## src/rtl/mult_div_unit_if.sv

```systemverilog
// Start/busy/done handshake and HI/LO result bus between the execute-stage
// controller (master) and mult_div_unit (slave).
interface mult_div_unit_if #(
  parameter int unsigned WIDTH = 32
);
  logic             start;
  logic [5:0]       funct;
  logic [WIDTH-1:0] opA;
  logic [WIDTH-1:0] opB;
  logic             busy;
  logic             done;
  logic [WIDTH-1:0] hi;
  logic [WIDTH-1:0] lo;
  logic             div_by_zero;

  modport master (
    output start, funct, opA, opB,
    input  busy, done, hi, lo, div_by_zero
  );

  modport slave (
    input  start, funct, opA, opB,
    output busy, done, hi, lo, div_by_zero
  );
endinterface

```

## src/rtl/mult_div_unit.sv

```systemverilog
// Iterative MIPS multiply/divide unit owning HI/LO: shift-add multiply and
// restoring divide, one bit per cycle. Define MDU_DIV_EN to build the divider.
module mult_div_unit #(
  parameter int unsigned WIDTH = 32,
  parameter int unsigned CNT_W = 6
) (
  input  logic          clock,
  input  logic          reset,
  mult_div_unit_if.slave bus
);
  localparam int unsigned W2 = 2 * WIDTH;

  localparam logic [5:0] F_MULT  = 6'h18;
  localparam logic [5:0] F_MULTU = 6'h19;
  localparam logic [5:0] F_DIV   = 6'h1a;
  localparam logic [5:0] F_DIVU  = 6'h1b;
  localparam logic [5:0] F_MTHI  = 6'h11;
  localparam logic [5:0] F_MTLO  = 6'h13;

  typedef enum logic [1:0] {S_IDLE, S_MUL, S_DIV, S_FIX} state_e;

  state_e           state_q, state_d;
  logic [CNT_W-1:0] cnt_q, cnt_d;
  logic [W2-1:0]    acc_q, acc_d;
  logic [WIDTH-1:0] b_q, b_d;
  logic             neg_lo_q, neg_lo_d;
  logic             pend_q, pend_d;
  logic             busy_q, busy_d;
  logic             done_q, done_d;
  logic [WIDTH-1:0] hi_q, hi_d;
  logic [WIDTH-1:0] lo_q, lo_d;
  logic             dbz_q, dbz_d;
`ifdef MDU_DIV_EN
  logic             is_div_q, is_div_d;
  logic             neg_hi_q, neg_hi_d;
`endif

  // Operand conditioning at acceptance
  logic             sgn_c;
  logic             a_neg_c, b_neg_c;
  logic [WIDTH-1:0] a_abs_c, b_abs_c;
  logic             last_c;
  logic [WIDTH:0]   mul_sum_c;
  logic [W2-1:0]    prod_c;

  assign sgn_c    = (bus.funct == F_MULT) || (bus.funct == F_DIV);
  assign a_neg_c  = sgn_c & bus.opA[WIDTH-1];
  assign b_neg_c  = sgn_c & bus.opB[WIDTH-1];
  assign a_abs_c  = a_neg_c ? (~bus.opA) + WIDTH'(1) : bus.opA;
  assign b_abs_c  = b_neg_c ? (~bus.opB) + WIDTH'(1) : bus.opB;
  assign last_c   = (cnt_q == CNT_W'(WIDTH - 1));
  assign mul_sum_c = {1'b0, acc_q[W2-1:WIDTH]} + (acc_q[0] ? {1'b0, b_q} : '0);
  assign prod_c   = neg_lo_q ? (~acc_q) + W2'(1) : acc_q;

`ifdef MDU_DIV_EN
  // Restoring step: partial remainder widened by one bit before the trial subtract
  logic [WIDTH:0]   rs_c, diff_c;
  logic [WIDTH-1:0] quo_c, rem_c;
  assign rs_c   = acc_q[W2-1:WIDTH-1];
  assign diff_c = rs_c - {1'b0, b_q};
  assign quo_c  = neg_lo_q ? (~acc_q[WIDTH-1:0]) + WIDTH'(1) : acc_q[WIDTH-1:0];
  assign rem_c  = neg_hi_q ? (~acc_q[W2-1:WIDTH]) + WIDTH'(1) : acc_q[W2-1:WIDTH];
`endif

  always_ff @(posedge clock) begin
    if (reset) begin
      state_q  <= S_IDLE;
      cnt_q    <= '0;
      acc_q    <= '0;
      b_q      <= '0;
      neg_lo_q <= 1'b0;
      pend_q   <= 1'b0;
      busy_q   <= 1'b0;
      done_q   <= 1'b0;
      hi_q     <= '0;
      lo_q     <= '0;
      dbz_q    <= 1'b0;
`ifdef MDU_DIV_EN
      is_div_q <= 1'b0;
      neg_hi_q <= 1'b0;
`endif
    end else begin
      state_q  <= state_d;
      cnt_q    <= cnt_d;
      acc_q    <= acc_d;
      b_q      <= b_d;
      neg_lo_q <= neg_lo_d;
      pend_q   <= pend_d;
      busy_q   <= busy_d;
      done_q   <= done_d;
      hi_q     <= hi_d;
      lo_q     <= lo_d;
      dbz_q    <= dbz_d;
`ifdef MDU_DIV_EN
      is_div_q <= is_div_d;
      neg_hi_q <= neg_hi_d;
`endif
    end
  end

  always_comb begin
    state_d  = state_q;
    cnt_d    = cnt_q;
    acc_d    = acc_q;
    b_d      = b_q;
    neg_lo_d = neg_lo_q;
    pend_d   = pend_q;
    done_d   = 1'b0;
    hi_d     = hi_q;
    lo_d     = lo_q;
    dbz_d    = dbz_q;
`ifdef MDU_DIV_EN
    is_div_d = is_div_q;
    neg_hi_d = neg_hi_q;
`endif

    case (state_q)
      S_IDLE: begin
        if (bus.start) begin
          case (bus.funct)
            F_MULT, F_MULTU: begin
              acc_d    = {WIDTH'(0), b_abs_c};
              b_d      = a_abs_c;
              neg_lo_d = a_neg_c ^ b_neg_c;
              cnt_d    = '0;
              dbz_d    = 1'b0;
              pend_d   = 1'b0;
`ifdef MDU_DIV_EN
              is_div_d = 1'b0;
`endif
              state_d  = S_MUL;
            end
            F_DIV, F_DIVU: begin
              cnt_d    = '0;
              dbz_d    = 1'b0;
`ifdef MDU_DIV_EN
              acc_d    = {WIDTH'(0), a_abs_c};
              b_d      = b_abs_c;
              neg_lo_d = a_neg_c ^ b_neg_c;
              neg_hi_d = a_neg_c;
              is_div_d = 1'b1;
              pend_d   = (bus.opB == '0);
              state_d  = (bus.opB == '0) ? S_FIX : S_DIV;
`else
              // Divider not built: report as unsupported through div_by_zero
              pend_d   = 1'b1;
              state_d  = S_FIX;
`endif
            end
            F_MTHI: begin
              hi_d   = bus.opA;
              done_d = 1'b1;
            end
            F_MTLO: begin
              lo_d   = bus.opA;
              done_d = 1'b1;
            end
            default: ;
          endcase
        end
      end
      S_MUL: begin
        acc_d = {mul_sum_c, acc_q[WIDTH-1:1]};
        cnt_d = cnt_q + CNT_W'(1);
        if (last_c) state_d = S_FIX;
      end
      S_DIV: begin
`ifdef MDU_DIV_EN
        acc_d = diff_c[WIDTH] ? {rs_c[WIDTH-1:0], acc_q[WIDTH-2:0], 1'b0}
                              : {diff_c[WIDTH-1:0], acc_q[WIDTH-2:0], 1'b1};
        cnt_d = cnt_q + CNT_W'(1);
        if (last_c) state_d = S_FIX;
`else
        state_d = S_IDLE;
`endif
      end
      S_FIX: begin
        state_d = S_IDLE;
        done_d  = 1'b1;
        if (pend_q) begin
          dbz_d = 1'b1;
`ifdef MDU_DIV_EN
        end else if (is_div_q) begin
          hi_d = rem_c;
          lo_d = quo_c;
`endif
        end else begin
          {hi_d, lo_d} = prod_c;
        end
      end
      default: state_d = S_IDLE;
    endcase

    busy_d = (state_d != S_IDLE);
  end

  assign bus.busy        = busy_q;
  assign bus.done        = done_q;
  assign bus.hi          = hi_q;
  assign bus.lo          = lo_q;
  assign bus.div_by_zero = dbz_q;
endmodule

```

## src/flat_wrapper.sv

```systemverilog
// flat-port wrapper written by rule: the top's interface ports become plain ports
module mult_div_unit_flat 
#(
  parameter int unsigned WIDTH = 32,
  parameter int unsigned CNT_W = 6
)
  (clock, reset, bus_start, bus_funct, bus_opA, bus_opB, bus_busy, bus_done, bus_hi, bus_lo, bus_div_by_zero);
  mult_div_unit_if #(.WIDTH(WIDTH)) bus_i ();
  input  logic clock;
  input  logic reset;
  input wire logic [$bits(bus_i.start)-1:0] bus_start;
  input wire logic [$bits(bus_i.funct)-1:0] bus_funct;
  input wire logic [$bits(bus_i.opA)-1:0] bus_opA;
  input wire logic [$bits(bus_i.opB)-1:0] bus_opB;
  output wire logic [$bits(bus_i.busy)-1:0] bus_busy;
  output wire logic [$bits(bus_i.done)-1:0] bus_done;
  output wire logic [$bits(bus_i.hi)-1:0] bus_hi;
  output wire logic [$bits(bus_i.lo)-1:0] bus_lo;
  output wire logic [$bits(bus_i.div_by_zero)-1:0] bus_div_by_zero;
  assign bus_i.start = bus_start;
  assign bus_i.funct = bus_funct;
  assign bus_i.opA = bus_opA;
  assign bus_i.opB = bus_opB;
  assign bus_busy = bus_i.busy;
  assign bus_done = bus_i.done;
  assign bus_hi = bus_i.hi;
  assign bus_lo = bus_i.lo;
  assign bus_div_by_zero = bus_i.div_by_zero;
  mult_div_unit #(.WIDTH(WIDTH), .CNT_W(CNT_W)) u_core (.clock(clock), .reset(reset), .bus(bus_i));
endmodule
```

## config.mk

```make
export PLATFORM = sky130hd
export DESIGN_NAME = mult_div_unit_flat
export DESIGN_NICKNAME = d
export VERILOG_FILES = /design/src/rtl/mult_div_unit_if.sv /design/src/rtl/mult_div_unit.sv /design/src/flat_wrapper.sv
export SDC_FILE = /design/constraint.sdc
export NUM_CORES = 1
export LEC_CHECK = 0
export BUFFER_PORTS_ARGS = -buffer_cell sky130_fd_sc_hd__buf_2
export CAP_MARGIN = 40
export CORE_ASPECT_RATIO = 0.8
export CORE_UTILIZATION = 45
export CTS_CLUSTER_SIZE = 24
export DETAILED_ROUTE_END_ITERATION = 6
export GPL_TIMING_DRIVEN = 0
export RECOVER_POWER = 50
export SLEW_MARGIN = 30
export SYNTH_ARGS = -nofsm -noshare
export SYNTH_HDL_FRONTEND = slang
export SYNTH_SLANG_ARGS = --single-unit
```

## constraint.sdc

```tcl
create_clock -name clock -period 4.45 [get_ports clock]
set_input_delay 1.1125 -clock clock [delete_from_list [all_inputs] [get_ports clock]]
set_output_delay 1.1125 -clock clock [all_outputs]
set_load 0.005 [all_outputs]
```

==> results.yml <==
finish:
  regArea_mm2: 0.00346
  synthToLayoutAreaGrowth_pct: 14.6
  fin_nets: 1822
  drive_gt1_frac: 0.0900
  final_core_util: 0.527
  fillers: 2556
  multiInputGateArea_mm2: 0.00777
route:
  drt-initial-drc-count: 1458
  drt_pass1_iterations: 6
  routed_wl_mm: 49.2
  num_vias: 12900
  drc_errors: 0
  antenna_left: 0
  vias_per_cell: 6.22
  routedWlPerCell_um: 23.7
power:
  p_int_mw: 2.51
  power_density_mw_per_mm2: 263
  leakage_nw: 5.12
  p_sw_frac: 0.291
  seq_power_share: 0.454
  netSwitchingPower_mw: 1.03
  pwr-share-clk: 0.427
  pwr-share-comb: 0.119
  ir_drop_v: 0.000291
cts:
  clk_latency_ns: 0.45
  h-tree-depth: 4
  cts_tree: "yes"
  clock-root-buffer: "clkbuf_16"
  clock-sinks: 173
  cts_buffer_depth: 2
  cts_buffers: 17
  path_clk_slew_ns: 0.07
  hold_buffers: 0
outcome:
  status: "finished clean"
synthesis:
  yosys_warnings: 0
  yosys.area_share.simple: 0.237
  yosys_most_used_dff: "dfxtp_1"
  synth_top_family_by_area: "compound AO/OA/AOI/OAI gates"
  synth.avg_cell_area_um2: 7.58
  ys_types: 65
  synth_adder_area_share: 0.0434
  netlist_instances: 1545
  synthMuxAreaShare: 0.0171
  syn-cell-area_mm2: 0.0117
  synth_nets: 1658
  synth_xor_area_frac: 0.102
  ys_seq_elements: 173
  synth_compound_area_frac: 0.263
  async_flop_share: 0
  seq_area_frac_synth: 0.296
  synth_edf_count: 0
timing:
  rsz0062_at_grt: "false"
  fin_worst_skew_ns: 0.0149
  tns_ns: 0
  worst_slack_ns: 0.189
  hold_viol: 0
  tightestPinTransition_ns: 1.30
  fmax_mhz: 235
  hold_ws_ns: 0.454
  period_share: 0.958
  finalSetupViolCount: 0
  maxSlewHeadroom: 0.126
  maxSlewViolCount: 0
  period_minus_slack_ns: 4.26
die:
  initial_core_util: 0.460
  dieArea_mm2: 0.0267
  rows: 52
  ios: 140
  die_w_um: 182
  coreArea_mm2: 0.0254
  die_y_um: 146
setup_path:
  cp-end-kind: "register"
  cp_max_fo: 10
  crit_arrival_ns: 4.61
  critPathKind: "reg -> reg"
  required_ns: 4.80
  start_kind: "register"
global_routing:
  grt_start_max_net_pins: 17
  overflow: 0
  grt_pass1_wl_mm: 73.2
  grt_antenna_before_repair: 1
  grt_usage: 0.368
  grt_pass1_vias: 11700
min_path:
  hold_path.class: "reg -> reg"
job:
  drv_cap: 0
place:
  gp_congestion: 0.985
  numPortBuffers: 139
  post-place-ws_ns: 0.218
  dpl.hpwl_mm: 38.8
## per-stage QoR
stage	total power, mW	std cells	cell area [µm²]
global route	3.62	2073	13400
detailed placement	2.04	2039	12900
global placement	2.04	2035	12800
floorplan	1.84	1545	11700
CTS	3.51	2071	13500
finish	3.53	2074	13400
## power by group through the flow
stage          clock network, mW  logic (mW)  registers (mW)
2_1_floorplan                  0       0.207            1.63
3_3_place_gp                   0       0.401            1.64
3_5_place_dp                   0       0.405            1.64
4_1_cts                     1.50       0.407            1.60
5_1_grt                     1.57       0.445            1.60
6_report                    1.51       0.421            1.60
## worst paths after layout
| kind | start | end | slack, ns | depth (start not counted) |
|---|---|---|---|---|
| worst min-delay path | u_core.bus.lo[30] | u_core.bus.lo[30] | 0.45 | 2 |
| worst max-delay path | u_core.acc_q[10] | u_core.bus.hi[23] | 0.19 | 8 |
| worst min register to register | u_core.bus.lo[30] | u_core.bus.lo[30] | 0.45 | 2 |
| worst max register to register | u_core.acc_q[10] | u_core.bus.hi[23] | 0.19 | 8 |
## placed cells by master (no fill, tap or decap), types with 14 or more instances in the layout
cell type / instances
ha_1: 39
dfxtp_1: 173
mux2i_1: 20
nor3_1: 36
o211ai_1: 16
nand4_1: 16
o31ai_1: 25
o41ai_1: 19
and2_1: 39
xnor2_1: 45
nand2b_1: 14
nor4_1: 15
a21oi_1: 142
nand2_1: 150
or4_1: 14
inv_1: 22
a211oi_1: 71
nor2_1: 172
clkbuf_16: 17
a31oi_1: 22
buf_2: 101
clkbuf_1: 145
nand3_1: 34
xor2_1: 91
o21ai_0: 85
or3_1: 21
a21o_1: 23
## cell usage after synthesis, types with 19 or more instances
library cell	count	share of area
o21ai_0	85	0.036
nor3_1	35	0.015
clkbuf_1	105	0.034
inv_1	22	0.0070
xnor2_1	45	0.034
nor2_1	172	0.055
nand3_1	34	0.015
xor2_1	91	0.068
o41ai_1	19	0.014
o31ai_1	26	0.017
and2_1	41	0.022
a211oi_1	71	0.046
a21oi_1	142	0.061
nand2_1	150	0.048
mux2i_1	20	0.017
a31oi_1	22	0.012
dfxtp_1	173	0.30
ha_1	39	0.042
or3_1	21	0.011
a21o_1	23	0.015
## critical path: stages (launching register included)
cell	delay (ns)
dfxtp_1	0.39
or4_1	0.65
or3_1	0.38
buf_4	0.20
nor3_1	1.04
nand3_1	0.26
o41ai_1	0.74
xor2_1	0.19
a211oi_1	0.30
## cell families (layout without fill, tap and decap cells)
group | Yosys count | after routing
DFF | 173 | 173
other | 0 | 1
adders and majority gates | 40 | 40
AOI/OAI and AO/OA | 477 | 477
buffers and inverters | 130 | 307
xor gates and xnor gates | 136 | 136
muxes | 20 | 20
and+or+nand+nor | 569 | 569
## flip-flops by register name, summed over array words and instances, names as in the netlist
name	flops
u_core.acc_q	64
u_core.b_q	32
u_core.bus.busy	1
u_core.bus.div_by_zero	1
u_core.bus.done	1
u_core.bus.hi	32
u_core.bus.lo	32
u_core.cnt_q	6
u_core.neg_lo_q	1
u_core.pend_q	1
u_core.state_q	2
## final cells by class
cell class                      instances  area share
Antenna cell                            1    0.000186
Buffer                                108      0.0305
Clock buffer                           19      0.0338
Clock inverter                         13     0.00858
Inverter                               22     0.00615
Multi-Input combinational cell       1242       0.579
Sequential cell                       173       0.258
Tap cell                              351      0.0327
Timing Repair Buffer                  145      0.0512
## timing repair
item                       in CTS  in global routing
setup endpoints to repair       0                  1
buffers inserted                0                  0
gates resized for setup         0                  1
## routing by layer
layer	track usage	vias up	part of all wire
li1	-	5979	-
met3	0.121	60	0.13
met1	0.562	6055	0.47
met5	0	-	0
met4	0.0878	0	0.019
met2	0.486	804	0.38
Note: power is estimated with default switching activity, not from simulation.
